--- src/rtl/fir_pkg.sv ---
// Shared defaults and state encoding for the FIR MAC sequencer.
package fir_pkg;

  localparam int NUM_TAP_DEF    = 40;
  localparam int DATA_WIDTH_DEF = 3;
  localparam int WIDTH_DEF      = 16;
  localparam int OUT_WIDTH_DEF  = 25;
  localparam int ADDR_WIDTH_DEF = 6;
  localparam int SAT_WIDTH_DEF  = 16;

  // Saturation limits for the default target width
  localparam longint SAT_MAX_DEF = (longint'(1) <<< (SAT_WIDTH_DEF - 1)) - 1;
  localparam longint SAT_MIN_DEF = -SAT_MAX_DEF - 1;

  typedef enum logic [1:0] {
    IDLE    = 2'd0,
    FETCH   = 2'd1,
    MAC     = 2'd2,
    CAPTURE = 2'd3
  } state_t;

endpackage

--- src/rtl/fir_mac_sequencer_if.sv ---
// Sample / coefficient-memory / MAC signal bundle around the FIR MAC sequencer.
interface fir_mac_sequencer_if #(
  parameter int DATA_WIDTH = 3,
  parameter int WIDTH      = 16,
  parameter int OUT_WIDTH  = 25,
  parameter int ADDR_WIDTH = 6
);
  logic                         iEnSample;
  logic signed [DATA_WIDTH-1:0] iFirIn;
  logic        [ADDR_WIDTH-1:0] oCoeffAddr;
  logic signed [WIDTH-1:0]      iCoeffData;
  logic signed [DATA_WIDTH-1:0] oDelay;
  logic signed [WIDTH-1:0]      oCoeff;
  logic                         oEnMul;
  logic                         oEnAdd;
  logic                         oEnAcc;
  logic signed [OUT_WIDTH-1:0]  iMac;
  logic signed [OUT_WIDTH-1:0]  oFirOut;
  logic                         oFirValid;
  logic                         oBusy;
  logic                         oOverrun;

  modport slave (
    input  iEnSample, iFirIn, iCoeffData, iMac,
    output oCoeffAddr, oDelay, oCoeff, oEnMul, oEnAdd, oEnAcc,
           oFirOut, oFirValid, oBusy, oOverrun
  );

  modport master (
    output iEnSample, iFirIn, iCoeffData, iMac,
    input  oCoeffAddr, oDelay, oCoeff, oEnMul, oEnAdd, oEnAcc,
           oFirOut, oFirValid, oBusy, oOverrun
  );
endinterface

--- src/rtl/fir_delay_line.sv ---
// NUM_TAP-deep sample shift register with a tap-index read mux.
module fir_delay_line #(
  parameter int NUM_TAP    = 40,
  parameter int DATA_WIDTH = 3,
  parameter int IDX_W      = 6
) (
  input  logic                         iClk12M,
  input  logic                         iRst,
  input  logic                         shift_en,
  input  logic signed [DATA_WIDTH-1:0] din,
  input  logic        [IDX_W-1:0]      idx,
  output logic signed [DATA_WIDTH-1:0] dout
);
  localparam logic [IDX_W-1:0] LAST = IDX_W'(NUM_TAP - 1);

  logic signed [DATA_WIDTH-1:0] d [NUM_TAP];

  always_ff @(posedge iClk12M or posedge iRst) begin
    if (iRst) begin
      for (int k = 0; k < NUM_TAP; k++) d[k] <= '0;
    end else if (shift_en) begin
      d[0] <= din;
      for (int k = 1; k < NUM_TAP; k++) d[k] <= d[k-1];
    end
  end

  // Out-of-range indices (only possible when NUM_TAP is not a power of two) read as zero
  always_comb begin
    dout = '0;
    if (idx <= LAST) dout = d[idx];
  end
endmodule

--- src/rtl/fir_mac_sequencer.sv ---
// Sequences the FIR MAC over NUM_TAP taps per input sample and captures the result.
// Build option: FIR_OUT_SAT_EN clamps the captured result to SAT_WIDTH signed range.
module fir_mac_sequencer
  import fir_pkg::*;
#(
  parameter int NUM_TAP    = NUM_TAP_DEF,
  parameter int DATA_WIDTH = DATA_WIDTH_DEF,
  parameter int WIDTH      = WIDTH_DEF,
  parameter int OUT_WIDTH  = OUT_WIDTH_DEF,
  parameter int ADDR_WIDTH = ADDR_WIDTH_DEF,
  parameter int SAT_WIDTH  = SAT_WIDTH_DEF
) (
  input logic                iClk12M,
  input logic                iRst,
  fir_mac_sequencer_if.slave bus
);
  localparam int               TAP_W    = $clog2(NUM_TAP);
  localparam logic [TAP_W-1:0] LAST_TAP = TAP_W'(NUM_TAP - 1);

  state_t                       state, state_nxt;
  logic        [TAP_W-1:0]      tap;
  logic                         shift_en;
  logic                         overrun_set;
  logic signed [DATA_WIDTH-1:0] tap_data;
  logic signed [OUT_WIDTH-1:0]  cap_val;

  function automatic logic signed [OUT_WIDTH-1:0] sat_clamp(
    input logic signed [OUT_WIDTH-1:0] v
  );
    longint hi, lo, x;
    hi = (longint'(1) <<< (SAT_WIDTH - 1)) - 1;
    lo = -hi - 1;
    x  = longint'(v);
    if (x > hi) x = hi;
    if (x < lo) x = lo;
    return OUT_WIDTH'(x);
  endfunction

  fir_delay_line #(
    .NUM_TAP   (NUM_TAP),
    .DATA_WIDTH(DATA_WIDTH),
    .IDX_W     (TAP_W)
  ) u_delay (
    .iClk12M (iClk12M),
    .iRst    (iRst),
    .shift_en(shift_en),
    .din     (bus.iFirIn),
    .idx     (tap),
    .dout    (tap_data)
  );

`ifdef FIR_OUT_SAT_EN
  assign cap_val = sat_clamp(bus.iMac);
`else
  assign cap_val = bus.iMac;
`endif

  assign bus.oCoeff = bus.iCoeffData;

  always_ff @(posedge iClk12M or posedge iRst) begin
    if (iRst) state <= IDLE;
    else      state <= state_nxt;
  end

  always_comb begin
    state_nxt   = state;
    shift_en    = 1'b0;
    overrun_set = 1'b0;
    bus.oEnMul  = 1'b0;
    bus.oEnAdd  = 1'b0;
    bus.oEnAcc  = 1'b0;
    bus.oDelay  = '0;
    bus.oBusy   = (state != IDLE);
    case (state)
      IDLE: begin
        if (bus.iEnSample) begin
          shift_en  = 1'b1;
          state_nxt = FETCH;
        end
      end
      FETCH: state_nxt = MAC;
      MAC: begin
        bus.oEnMul = 1'b1;
        bus.oEnAdd = (tap == '0);
        bus.oEnAcc = (tap != '0);
        bus.oDelay = tap_data;
        if (tap == LAST_TAP) state_nxt = CAPTURE;
      end
      CAPTURE: state_nxt = IDLE;
      default: state_nxt = IDLE;
    endcase
    // Samples arriving mid-sequence (CAPTURE included) are dropped and flagged
    if (bus.iEnSample && state != IDLE) overrun_set = 1'b1;
  end

  // Address/tap counters, output capture and sticky overrun
  always_ff @(posedge iClk12M or posedge iRst) begin
    if (iRst) begin
      bus.oCoeffAddr <= '0;
      tap            <= '0;
      bus.oFirOut    <= '0;
      bus.oFirValid  <= 1'b0;
      bus.oOverrun   <= 1'b0;
    end else begin
      bus.oFirValid <= 1'b0;
      bus.oOverrun  <= bus.oOverrun | overrun_set;
      case (state)
        IDLE: begin
          if (bus.iEnSample) bus.oCoeffAddr <= '0;
        end
        FETCH: begin
          bus.oCoeffAddr <= ADDR_WIDTH'(1);
          tap            <= '0;
        end
        MAC: begin
          // Prefetch two ahead: memory latency is one cycle and the address is registered
          bus.oCoeffAddr <= ADDR_WIDTH'(tap) + ADDR_WIDTH'(2);
          tap            <= tap + TAP_W'(1);
        end
        CAPTURE: begin
          bus.oFirOut   <= cap_val;
          bus.oFirValid <= 1'b1;
        end
        default: ;
      endcase
    end
  end
endmodule

--- src/flat_wrapper.sv ---
// flat-port wrapper written by rule: the top's interface ports become plain ports
module fir_mac_sequencer_flat import fir_pkg::*;
#(
  parameter int NUM_TAP    = NUM_TAP_DEF,
  parameter int DATA_WIDTH = DATA_WIDTH_DEF,
  parameter int WIDTH      = WIDTH_DEF,
  parameter int OUT_WIDTH  = OUT_WIDTH_DEF,
  parameter int ADDR_WIDTH = ADDR_WIDTH_DEF,
  parameter int SAT_WIDTH  = SAT_WIDTH_DEF
)
  (iClk12M, iRst, bus_iEnSample, bus_iFirIn, bus_iCoeffData, bus_iMac, bus_oCoeffAddr, bus_oDelay, bus_oCoeff, bus_oEnMul, bus_oEnAdd, bus_oEnAcc, bus_oFirOut, bus_oFirValid, bus_oBusy, bus_oOverrun);
  fir_mac_sequencer_if #(.DATA_WIDTH(DATA_WIDTH), .WIDTH(WIDTH), .OUT_WIDTH(OUT_WIDTH), .ADDR_WIDTH(ADDR_WIDTH)) bus_i ();
  input logic iClk12M;
  input logic iRst;
  input wire logic [$bits(bus_i.iEnSample)-1:0] bus_iEnSample;
  input wire logic [$bits(bus_i.iFirIn)-1:0] bus_iFirIn;
  input wire logic [$bits(bus_i.iCoeffData)-1:0] bus_iCoeffData;
  input wire logic [$bits(bus_i.iMac)-1:0] bus_iMac;
  output wire logic [$bits(bus_i.oCoeffAddr)-1:0] bus_oCoeffAddr;
  output wire logic [$bits(bus_i.oDelay)-1:0] bus_oDelay;
  output wire logic [$bits(bus_i.oCoeff)-1:0] bus_oCoeff;
  output wire logic [$bits(bus_i.oEnMul)-1:0] bus_oEnMul;
  output wire logic [$bits(bus_i.oEnAdd)-1:0] bus_oEnAdd;
  output wire logic [$bits(bus_i.oEnAcc)-1:0] bus_oEnAcc;
  output wire logic [$bits(bus_i.oFirOut)-1:0] bus_oFirOut;
  output wire logic [$bits(bus_i.oFirValid)-1:0] bus_oFirValid;
  output wire logic [$bits(bus_i.oBusy)-1:0] bus_oBusy;
  output wire logic [$bits(bus_i.oOverrun)-1:0] bus_oOverrun;
  assign bus_i.iEnSample = bus_iEnSample;
  assign bus_i.iFirIn = bus_iFirIn;
  assign bus_i.iCoeffData = bus_iCoeffData;
  assign bus_i.iMac = bus_iMac;
  assign bus_oCoeffAddr = bus_i.oCoeffAddr;
  assign bus_oDelay = bus_i.oDelay;
  assign bus_oCoeff = bus_i.oCoeff;
  assign bus_oEnMul = bus_i.oEnMul;
  assign bus_oEnAdd = bus_i.oEnAdd;
  assign bus_oEnAcc = bus_i.oEnAcc;
  assign bus_oFirOut = bus_i.oFirOut;
  assign bus_oFirValid = bus_i.oFirValid;
  assign bus_oBusy = bus_i.oBusy;
  assign bus_oOverrun = bus_i.oOverrun;
  fir_mac_sequencer #(.NUM_TAP(NUM_TAP), .DATA_WIDTH(DATA_WIDTH), .WIDTH(WIDTH), .OUT_WIDTH(OUT_WIDTH), .ADDR_WIDTH(ADDR_WIDTH), .SAT_WIDTH(SAT_WIDTH)) u_core (.iClk12M(iClk12M), .iRst(iRst), .bus(bus_i));
endmodule
--- config.mk ---
export PLATFORM = sky130hd
export DESIGN_NAME = fir_mac_sequencer_flat
export DESIGN_NICKNAME = d
export VERILOG_FILES = /design/src/rtl/fir_pkg.sv /design/src/rtl/fir_mac_sequencer_if.sv /design/src/rtl/fir_delay_line.sv /design/src/rtl/fir_mac_sequencer.sv /design/src/flat_wrapper.sv
export SDC_FILE = /design/constraint.sdc
export NUM_CORES = 1
export LEC_CHECK = 0
export CORE_MARGIN = 5
export CORE_UTILIZATION = 55
export DETAILED_ROUTE_END_ITERATION = 10
export MAX_ROUTING_LAYER = met4
export PLACE_DENSITY_LB_ADDON = 0.15
export SYNTH_ARGS = -nofsm -noshare
export SYNTH_HDL_FRONTEND = slang
export SYNTH_SLANG_ARGS = --single-unit
--- constraint.sdc ---
create_clock -name iClk12M -period 5.9 [get_ports iClk12M]
set_input_delay 0.885 -clock iClk12M [delete_from_list [all_inputs] [get_ports iClk12M]]
set_output_delay 0.885 -clock iClk12M [all_outputs]
set_load 0.02 [all_outputs]
; Word level (Yosys, flattened, before mapping)
; Index checks and enable logic that the tools add are counted.
[classes]
add_sub_neg = 2
n_lt_le_gt_ge = 2
eq_ne = 6
mux = 18
n_bitwise = 2
reduce_logical = 9
[ops]
columns = op, n
row1 = $bmux 3 s6, 1
row2 = $pmux 6 s3, 1
row3 = $mux 3, 4
row4 = $pmux 6 s2, 1
row5 = $pmux 2 s4, 1
row6 = $ge 7x7->1 const B, 1
row7 = $mux 1, 7
row8 = $not 6->7, 1
row9 = $add 6x1->6 const B, 1
row10 = $add 6x2->6 const B, 1
row11 = $eq 6x6->1 const B, 1
row12 = $le 6x6->1 const B, 1
row13 = $logic_not 6->1, 1
row14 = $mux 6, 1
row15 = $reduce_bool 6->1, 1
row16 = $eq 2x2->1 const B, 2
row17 = $mux 2, 2
row18 = $reduce_and 2->1, 2
row19 = $reduce_bool 2->1, 2
row20 = $reduce_bool 3->1, 1
row21 = $eq 2x1->1 const B, 1
row22 = $logic_not 2->1, 1
row23 = $ne 2x1->1 const B, 1
row24 = $ne 2x2->1 const B, 1
row25 = other kinds (2), 2
[word_totals]
reg_bits = 161
in_bits = 47
out_inout_bits = 56
word_cells = 85

; Logic depth before layout (Yosys ltp)
; Gate-level depths: netlist (run 1).
[depth]
word_depth = 6
mapped_depth = 7
mapped_depth_nobuf = 6

; Cells and area by module
; Synthesis (run 1) repeated with hierarchy kept, for this count alone.
[hier_totals]
hier_cells = 511
hier_area_um2 = 7437.1
[by_module_without_submodules]
columns = mod, instances, cells_each, area_per_inst_um2, seq_area_each_um2
row1 = fir_delay_line, 1, 347, 5446.5, 3002.9
row2 = fir_mac_sequencer, 1, 164, 1990.7, 1026.0

; Least setup slack after synthesis (run 1)
; No wires, ideal clock.
[synth_path]
path_type = reg2out
start = reg u_core.tap[1]
end = out bus_oDelay[2]
arrival_ns = 1.954
required_time_ns = 5.015
path_slack_ns = 3.061
stages_incl_launch_ff = 8
n_path_buf = 3
path_cell_list = dfrtp_1 buf_6 buf_6 buf_6 mux4_2 nand3b_1 and3_1 nor4_1
[synth_via]
elab_chain_len = 6
[synth_lines]
columns = item, line_no
row1 = start: declaration, fir_mac_sequencer.sv:21  ; logic [TAP_W-1:0] tap;
row2 = start signal: assignment, fir_mac_sequencer.sv:118  ; tap <= tap + TAP_W'(1);
row3 = $not 6->7 (implied by the code), fir_delay_line.sv:30  ; if (idx <= LAST) dout = d[idx];
row4 = $bmux 3 s6, fir_delay_line.sv:30
row5 = $mux 3 (implied by the code) (2 in series), fir_delay_line.sv:30
row6 = $mux 3 *, fir_delay_line.sv:30
row7 = $mux 3 *, fir_mac_sequencer.sv:74  ; case (state)
row8 = end: declaration, flat_wrapper.sv:20  ; output wire logic [$bits(bus_i.oDelay)-1:0] bus_oDelay;
; Every way passes the cells marked *; elsewhere a longest branch is shown, timed or not. The select of a mux whose other input is x is not followed.

; Final worst setup path (run 1)
[layout_path]
start = reg u_core.tap[1]
end = out bus_oDelay[1]
; The elaborated chain is that of the path after synthesis.

==> results of run 1 <==
==> sequential cells by signal, indices dropped and copies added (netlist names) <==
| register | flops |
|---|---|
| u_core.state | 2 |
| u_core.bus.oFirValid | 1 |
| u_core.bus.oCoeffAddr | 6 |
| u_core.tap | 6 |
| u_core.u_delay.d | 120 |
| u_core.bus.oFirOut | 25 |
| u_core.bus.oOverrun | 1 |
==> worst paths after layout <==
kind,cells past startpoint,startpoint,endpoint
max in group asynchronous,3,iRst,u_core.u_delay.d[97]$_DFFE_PP0P_
setup reg to reg,5,u_core.state[0]$_DFFE_PP0P_,u_core.u_delay.d[4]$_DFFE_PP0P_
hold reg to reg,2,u_core.bus.oCoeffAddr[1]$_DFFE_PP0P_,u_core.bus.oCoeffAddr[1]$_DFFE_PP0P_
hold / removal,2,u_core.bus.oCoeffAddr[1]$_DFFE_PP0P_,u_core.bus.oCoeffAddr[1]$_DFFE_PP0P_
setup / recovery,6,u_core.tap[1]$_DFFE_PP0P_,bus_oDelay[1]
min in group asynchronous,2,iRst,u_core.bus.oFirOut[18]$_DFFE_PP0P_
==> placed cells by master, fill, tap and decap left out, drive strengths merged, types with 2 or more instances in the layout <==
cell and count:
mux2i 6, bufinv 3, a22o 3, nand2 11
a21oi 5, mux2 148, o31ai 3, clkbuf 27
inv 8, nor2 7, nor3b 2, buf 7
nand3 8, mux4 32, and3 2, dfrtp 161
nor2b 3, xnor2 3, clkdlybuf4s50 70, a21o 2
nand4 3, ha 9, clkinv 3, o21ai 5
==> per-layer routing <==
layer	vias up	global-route usage	wire length, um
met4	0	0.0625	236
met5	-	-	0
met3	27	0.0576	599
li1	1877	-	-
met2	85	0.281	6480
met1	2087	0.248	5960
==> power by group <==
group	switching, W	internal [W]
sequential	0.000171	0.00134
combinational	0.000607	0.000700
clock	0.000401	0.000698
total	0.00118	0.00274
==> layout make-up <==
type                       instances  area [um2]
tap                              176         220
timing repair buffer              77         753
clock buffer                      27         493
multi-input combinational        269        3020
inverter                           9        38.8
clock inverter                     5         100
fill                             956        4540
sequential                       161        4030
==> cells by family after synthesis <==
group,Yosys count
compound gates,28
xor+xnor,3
fa+ha+maj,9
buf+inv,57
flops,161
mux,186
simple gates,43
==> critical path, cell delays in order, from the launching register on <==
cell	delay [ns]
dfrtp_1	0.87
buf_4	0.40
mux4_2	0.54
mux4_2	0.47
mux2i_1	0.17
o32ai_1	0.11
clkdlybuf4s50_1	0.56
==> per-stage QoR <==
step	util	power (W)
floorplan	-	0.00244
global placement	0.611	0.00282
detailed placement	0.611	0.00286
CTS	0.656	0.00397
global route	0.656	0.00414
finish	0.656	0.00392
==> flow_summary.json, run 1 <==
{
  "instances_no_fill": 724,
  "finalHoldViolCount": 0,
  "crit_path_end_kind": "output pin",
  "routed_wl_um": 13300,
  "yosys.area_share.simple": 0.0294,
  "yosysSeqAreaShare": 0.548,
  "outcome": "finished clean",
  "synthCells": 487,
  "grt_pass1_vias": 4382,
  "synth_top_family_by_area": "multiplexers",
  "grt_max_degree": 115,
  "worstPathArrival_ns": 3.55,
  "ant_nets": 0,
  "slew_headroom": 0.228,
  "pre_cts_ws_ns": 1.85,
  "grt_pass1_wl_um": 23000,
  "antenna_found_initial": 0,
  "design_area_um2": 8650,
  "drtIter0Drc": 282,
  "clk_latency_ns": 0.43,
  "numPortBuffers": 70,
  "hold_slack_ns": 0.478,
  "rsz0062_at_grt": "no",
  "fmax_mhz": 226,
  "start_util": 0.558,
  "power.density_nw_per_um2": 453,
  "ys_top_cells_by_count": "dfrtp_1, mux2_2, mux4_2",
  "setup_viol": 0,
  "avgViaCountPerCell": 5.63,
  "root_buffer": "clkbuf_16",
  "leakagePower_nw": 3.96,
  "hold_path_class": "register to register",
  "gp_congestion": 0.786,
  "drcViolationCount": 0,
  "cts-resized-gates": 0,
  "synthMuxAreaShare": 0.334,
  "diodes": 0,
  "synth-adder-area-share": 0.0153,
  "fin_skew_ns": 0.00861,
  "worst_pin_slew_ns": 1.16,
  "synth-seq-cells": 161,
  "cp_max_fo": 18,
  "syn_avg_cell_area_um2": 15.1,
  "clk_pin_slew_ns": 0.06,
  "async_flop_share": 1.00,
  "worstPathRequired_ns": 5.02,
  "synth_compound_area_frac": 0.0269,
  "ir_worst_vdd_v": 0.000267,
  "die-height_um": 126,
  "drive_gt1_frac": 0.387,
  "synth_area_leader_cell": "dfrtp_1",
  "fp-row-count": 42,
  "wire_per_inst_um": 18.3,
  "yosysMostFrequentCell": "dfrtp_1",
  "drv_cap": 0,
  "ys_warn_count": 0,
  "fin_nets": 591,
  "overflow": 0,
  "ys_types": 44,
  "ctsHtreeMaxLevel": 4,
  "post_dp_cell_area_um2": 8060,
  "cts_tree": "done",
  "io_pins": 103,
  "synth_area_leaders": "dfrtp_1, mux2_2, mux4_2",
  "core-area_um2": 13200,
  "area_delta_synth_final_pct": 17.6,
  "placedCellCount": 692,
  "post_cts_buffers": 0,
  "drv_slew": 0,
  "min_period_ns": 4.43,
  "tns_ns": 0,
  "ys.flop_type": "dfrtp_1",
  "track_usage": 0.188,
  "syn-cell-area_um2": 7360,
  "netlist.area_leader.share": 0.548,
  "synth_edf_count": 0,
  "r2r_slack_ns": 3.75,
  "hold_buffers": 0,
  "synthXorXnorAreaFrac": 0.00357,
  "fin_crit_sh": 0.751,
  "first_pass_iters": 5,
  "crit_type": "register to output pin",
  "die_x_um": 126,
  "clock_path_buffers": 2,
  "syn_nets": 543,
  "fin_ws_ns": 1.47,
  "dp_hpwl_um": 8700,
  "numCtsBuffers": 17,
  "cp-start-kind": "register",
  "vias": 4076,
  "dieArea_um2": 15800,
  "clkSinkCount": 161
}
No activity file was read; power rests on OpenSTA's default activity.
==> run 2, diff against run 1 <==
--- a/config.mk
+++ b/config.mk
@@ -6,7 +6,7 @@
 export NUM_CORES = 1
 export LEC_CHECK = 0
 export CORE_MARGIN = 5
-export CORE_UTILIZATION = 55
+export CORE_UTILIZATION = 49
 export DETAILED_ROUTE_END_ITERATION = 10
 export MAX_ROUTING_LAYER = met4
 export PLACE_DENSITY_LB_ADDON = 0.15
==> constraint.sdc (replaced) <==
create_clock -name iClk12M -period 4 [get_ports iClk12M]
set_input_delay 0.6 -clock iClk12M [delete_from_list [all_inputs] [get_ports iClk12M]]
set_output_delay 0.6 -clock iClk12M [all_outputs]
set_load 0.02 [all_outputs]
==> run 2 against run 1 <==
  * Setup slack worse by 1.1 ns
  * Total power is 48% higher
  * Register-to-register slack worse by 2.0 ns
  * Global-route usage is 2.1 points lower
  * Sequential cell count stayed put
  * Combinational power is 50% higher
  * Core utilization is 6.1 points lower
  * Die area is 11% higher
  * Critical path depth is 1 higher
  * Routed wire length is 0.38% higher
  * First-iteration DRC count is 3.9% lower
  * Final area is 0.74% higher
  * Critical path type unchanged
  * Largest cell class unchanged
==> flow_summary.json, run 2 (synthesis gave the netlist of run 1 again) <==
{
  "outcome": "finished clean",
  "final_core_util": 0.595,
  "vias": 4119,
  "hold_buffers": 0,
  "pwr-share-clk": 0.277,
  "fin_crit_sh": 0.915,
  "ant_nets": 0,
  "fmax_mhz": 273,
  "min_to": "u_core.bus.oOverrun$_DFF_PP0_",
  "slew_headroom": 0.256,
  "drive_gt1_frac": 0.400,
  "drcViolationCount": 0,
  "p_int_w": 0.00402,
  "grt_pass1_wl_um": 22700,
  "crit_start": "u_core.tap[1]$_DFFE_PP0P_",
  "cp_max_fo": 10,
  "largest_register_ffs": 120,
  "cts_tree": "done",
  "min_period_ns": 3.66,
  "tns_ns": 0,
  "regArea_um2": 4030,
  "cts-resized-gates": 0,
  "clkSinkCount": 161,
  "largest-register": "u_core.u_delay.d",
  "diodes": 0,
  "die_x_um": 133,
  "crit_family": "buffers and inverters",
  "dp_hpwl_um": 8880,
  "routed_wl_um": 13300,
  "power_frac_comb": 0.339,
  "cp_slowest_cell": "clkdlybuf4s50_1",
  "rsz0062_at_grt": "no",
  "worstReg2RegStart": "u_core.state[0]$_DFFE_PP0P_",
  "hold_path_startpoint": "u_core.bus.oOverrun$_DFF_PP0_",
  "ir_worst_vdd_v": 0.000355,
  "clk_latency_ns": 0.42,
  "cp_num_buf_inv": 3,
  "design_area_um2": 8710,
  "grt_pass1_vias": 4243,
  "power.density_nw_per_um2": 666,
  "fillers": 1103,
  "numCtsBuffers": 17,
  "numPortBuffers": 70,
  "worstPathArrival_ns": 3.06,
  "switching_share": 0.307,
  "hold_depth": 1,
  "placedCellCount": 704,
  "fin_skew_ns": 0.00710,
  "final_cell_mix": "dfrtp_1, mux2_2, clkdlybuf4s50_1, mux4_2, clkbuf_16",
  "r2r_slack_ns": 1.77,
  "gp_congestion": 0.751,
  "worst_pin_slew_ns": 1.12,
  "ctsHtreeMaxLevel": 4,
  "antenna_found_initial": 0,
  "mostFrequentLayoutCell": "dfrtp_1",
  "overflow": 0,
  "critPathMaxStageDelay_ns": 0.69,
  "drv_slew": 0,
  "seq_power_share": 0.384,
  "worst_r2r_endpoint": "u_core.u_delay.d[13]$_DFFE_PP0P_",
  "worstPathRequired_ns": 3.40,
  "setup_viol": 0,
  "start_util": 0.502,
  "post_dp_cell_area_um2": 8120,
  "root_buffer": "clkbuf_16",
  "io_pins": 103,
  "fp-row-count": 44,
  "crit_type": "register to output pin",
  "hold_path_class": "register to register",
  "instances_no_fill": 736,
  "die-height_um": 133,
  "post_cts_buffers": 0,
  "reg_top3": "u_core.u_delay.d x120, u_core.bus.oFirOut x25",
  "fin_nets": 595,
  "track_usage": 0.167,
  "p_sw_w": 0.00178,
  "finalHoldViolCount": 0,
  "first_pass_iters": 4,
  "clk_pin_slew_ns": 0.06,
  "crit_path_end_kind": "output pin",
  "area_delta_synth_final_pct": 18.5,
  "clock_path_buffers": 2,
  "reg2reg_depth": 5,
  "cp-start-kind": "register",
  "worstPathCellList": "buf_4 -> buf_4 -> mux4_2 -> a311oi_1 -> and3_1 -> nor4_1 -> clkdlybuf4s50_1",
  "core-area_um2": 14600,
  "wire_per_inst_um": 18.1,
  "critPathMostFrequentCell": "buf_4",
  "grt_max_degree": 162,
  "dieArea_um2": 17600,
  "leakagePower_nw": 3.97,
  "avgViaCountPerCell": 5.60,
  "drtIter0Drc": 271,
  "multi_input_area_um2": 3020,
  "drv_cap": 0
}
[run 2: through the flow]
| step | setup WS (ns) | power (W) | hold slack [ns] |
|---|---|---|---|
| after floorplan | 1.36 | 0.00360 | 0.474 |
| after global placement | 0.768 | 0.00421 | 0.441 |
| after detailed placement | 0.713 | 0.00425 | 0.446 |
| after CTS | 0.249 | 0.00588 | 0.457 |
| after global routing | 0.116 | 0.00610 | 0.495 |
| final | 0.339 | 0.00580 | 0.452 |
[run 2: how the worst max path moves through the flow]
stage                                      endpoint  slack, ns  depth (start not counted)
2_1_floorplan  u_core.bus.oCoeffAddr[0]$_DFFE_PP0P_       1.36                          1
3_3_place_gp                          bus_oDelay[2]       0.77                          7
3_5_place_dp                          bus_oDelay[2]       0.71                          7
4_1_cts                               bus_oDelay[2]       0.25                          7
5_1_grt                               bus_oDelay[2]       0.12                          7
6_report                              bus_oDelay[2]       0.34                          7
[run 2: layer usage]
layer / share of wire / global-route usage / vias up
met5: 0 / - / -
met4: 0.019 / 0.0699 / 0
met3: 0.048 / 0.0444 / 26
met2: 0.47 / 0.241 / 75
met1: 0.46 / 0.224 / 2132
li1: - / - / 1886
[run 2: power by group through the flow]
stage	sequential (W)	combinational [W]	clock [W]
3_3_place_gp	0.00225	0.00196	0
2_1_floorplan	0.00235	0.00125	0
3_5_place_dp	0.00226	0.00200	0
5_1_grt	0.00228	0.00212	0.00170
4_1_cts	0.00223	0.00200	0.00164
6_report	0.00223	0.00197	0.00160
[run 2: worst register-to-register path, stage by stage (launching register included)]
cell and delay (ns):
dfrtp_1 0.42, inv_1 0.11, ha_1 0.26, nand2_4 0.54, buf_4 0.42, mux2_2 0.38
[run 2: layout make-up]
cell class              instances  area share
multi-input cells             269       0.346
flip-flops and latches        161       0.462
clock buffers                  23      0.0560
well taps                     184      0.0264
clock inverters                 9      0.0121
repair buffers                 81      0.0928
inverters                       9     0.00431
==> run 3, diff against run 2 <==
--- a/config.mk
+++ b/config.mk
@@ -10,6 +10,7 @@
 export DETAILED_ROUTE_END_ITERATION = 10
 export MAX_ROUTING_LAYER = met4
 export PLACE_DENSITY_LB_ADDON = 0.15
+export REMOVE_ABC_BUFFERS = 1
 export SYNTH_ARGS = -nofsm -noshare
 export SYNTH_HDL_FRONTEND = slang
 export SYNTH_SLANG_ARGS = --single-unit
==> run 3 against run 2 <==
  * Sequential cell count unchanged
  * Clock skew down 0.0022 ns
  * Die area unchanged
  * Largest cell class unchanged
==> flow_summary.json, run 3 (synthesis gave the netlist of run 1 again) <==
{
  "multi_input_area_um2": 3020,
  "instances_no_fill": 737,
  "core-area_um2": 14600,
  "vias": 4140,
  "hold_buffers": 0,
  "io_pins": 103,
  "crit_path_end_kind": "output pin",
  "area_delta_synth_final_pct": 18.8,
  "ctsHtreeMaxLevel": 4,
  "fin_nets": 597,
  "antenna_found_initial": 0,
  "grt_pass1_wl_um": 24000,
  "largest_register_ffs": 120,
  "post_cts_buffers": 0,
  "start_util": 0.502,
  "final_cell_mix": "dfrtp_1, mux2_2, clkdlybuf4s50_1, mux4_2, clkbuf_16",
  "ant_nets": 0,
  "regArea_um2": 4030,
  "first_pass_iters": 4,
  "largest-register": "u_core.u_delay.d",
  "rsz0062_at_grt": "no",
  "pre_cts_ws_ns": 0.478,
  "drv_slew": 0,
  "fmax_mhz": 276,
  "gp_congestion": 0.777,
  "grt_max_degree": 76,
  "clkSinkCount": 161,
  "p_total_w": 0.00587,
  "numCtsBuffers": 17,
  "worstPathRequired_ns": 3.40,
  "fin_ws_ns": 0.374,
  "tns_ns": 0,
  "cts_tree": "done",
  "clk_latency_ns": 0.42,
  "power.density_nw_per_um2": 672,
  "crit_type": "register to output pin",
  "outcome": "finished clean",
  "fin_skew_ns": 0.00489,
  "dieArea_um2": 17600,
  "slew_headroom": 0.248,
  "mostFrequentLayoutCell": "dfrtp_1",
  "ir_worst_vdd_v": 0.000321,
  "reg_top3": "u_core.u_delay.d x120, u_core.bus.oFirOut x25",
  "overflow": 0,
  "avgViaCountPerCell": 5.62,
  "routed_wl_um": 14100,
  "drtIter0Drc": 198,
  "dp_hpwl_um": 9640,
  "hold_path_class": "register to register",
  "final_core_util": 0.597,
  "fin_crit_sh": 0.906,
  "numPortBuffers": 70,
  "track_usage": 0.176,
  "clock_path_buffers": 2,
  "root_buffer": "clkbuf_16",
  "diodes": 0,
  "setup_viol": 0,
  "min_period_ns": 3.63,
  "finalHoldViolCount": 0,
  "worstPathArrival_ns": 3.03,
  "drcViolationCount": 0,
  "cp_max_fo": 17,
  "worst_pin_slew_ns": 1.13,
  "cts-resized-gates": 0,
  "fillers": 1134,
  "die_x_um": 133,
  "drv_cap": 0,
  "grt_pass1_vias": 4508,
  "placedCellCount": 706,
  "fp-row-count": 44,
  "wire_per_inst_um": 19.1,
  "die-height_um": 133,
  "leakagePower_nw": 4.00,
  "cp-start-kind": "register",
  "clk_pin_slew_ns": 0.06,
  "r2r_slack_ns": 1.74,
  "drive_gt1_frac": 0.398
}
[run 3: final timing paths]
| check | depth (start not counted) | endpoint | startpoint |
|---|---|---|---|
| hold / removal | 1 | u_core.bus.oOverrun$_DFF_PP0_ | u_core.bus.oOverrun$_DFF_PP0_ |
| min in group asynchronous | 2 | u_core.bus.oFirOut[3]$_DFFE_PP0P_ | iRst |
| hold reg to reg | 1 | u_core.bus.oOverrun$_DFF_PP0_ | u_core.bus.oOverrun$_DFF_PP0_ |
| setup reg to reg | 5 | u_core.u_delay.d[86]$_DFFE_PP0P_ | u_core.state[0]$_DFFE_PP0P_ |
| max in group asynchronous | 3 | u_core.u_delay.d[18]$_DFFE_PP0P_ | iRst |
| setup / recovery | 6 | bus_oDelay[0] | u_core.tap[1]$_DFFE_PP0P_ |
[run 3: worst max-delay path, stage by stage (launching register included)]
cell and delay (ns):
dfrtp_2 0.63, buf_4 0.28, mux4_2 0.51, mux2i_1 0.17
o311ai_1 0.12, o311a_1 0.35, clkdlybuf4s50_1 0.54
[run 3: through the flow]
stage | area [um2] | hold slack, ns
after global routing | 8740 | 0.511
after detailed placement | 8140 | 0.457
after CTS | 8740 | 0.470
after floorplan | 7070 | 0.474
final | 8740 | 0.473
after global placement | 8140 | 0.454
[run 3: power breakdown]
group	switching, W	total [W]	internal, W
sequential	0.000254	0.00223	0.00198
combinational	0.000915	0.00198	0.00106
clock	0.000614	0.00166	0.00104
[run 3: routing by layer]
layer,vias to the layer above,routed length (um),GRT usage
li1,1879,-,-
met4,0,220,0.0635
met2,109,6510,0.251
met3,15,680,0.0554
met1,2137,6690,0.239
met5,-,0,-
[run 3: layout make-up]
type,instances,area share
sequential,161,0.461
inverter,9,0.00444
clock inverter,5,0.0115
multi-input combinational,269,0.345
timing repair buffer,83,0.0942
clock buffer,26,0.0571
tap,184,0.0263
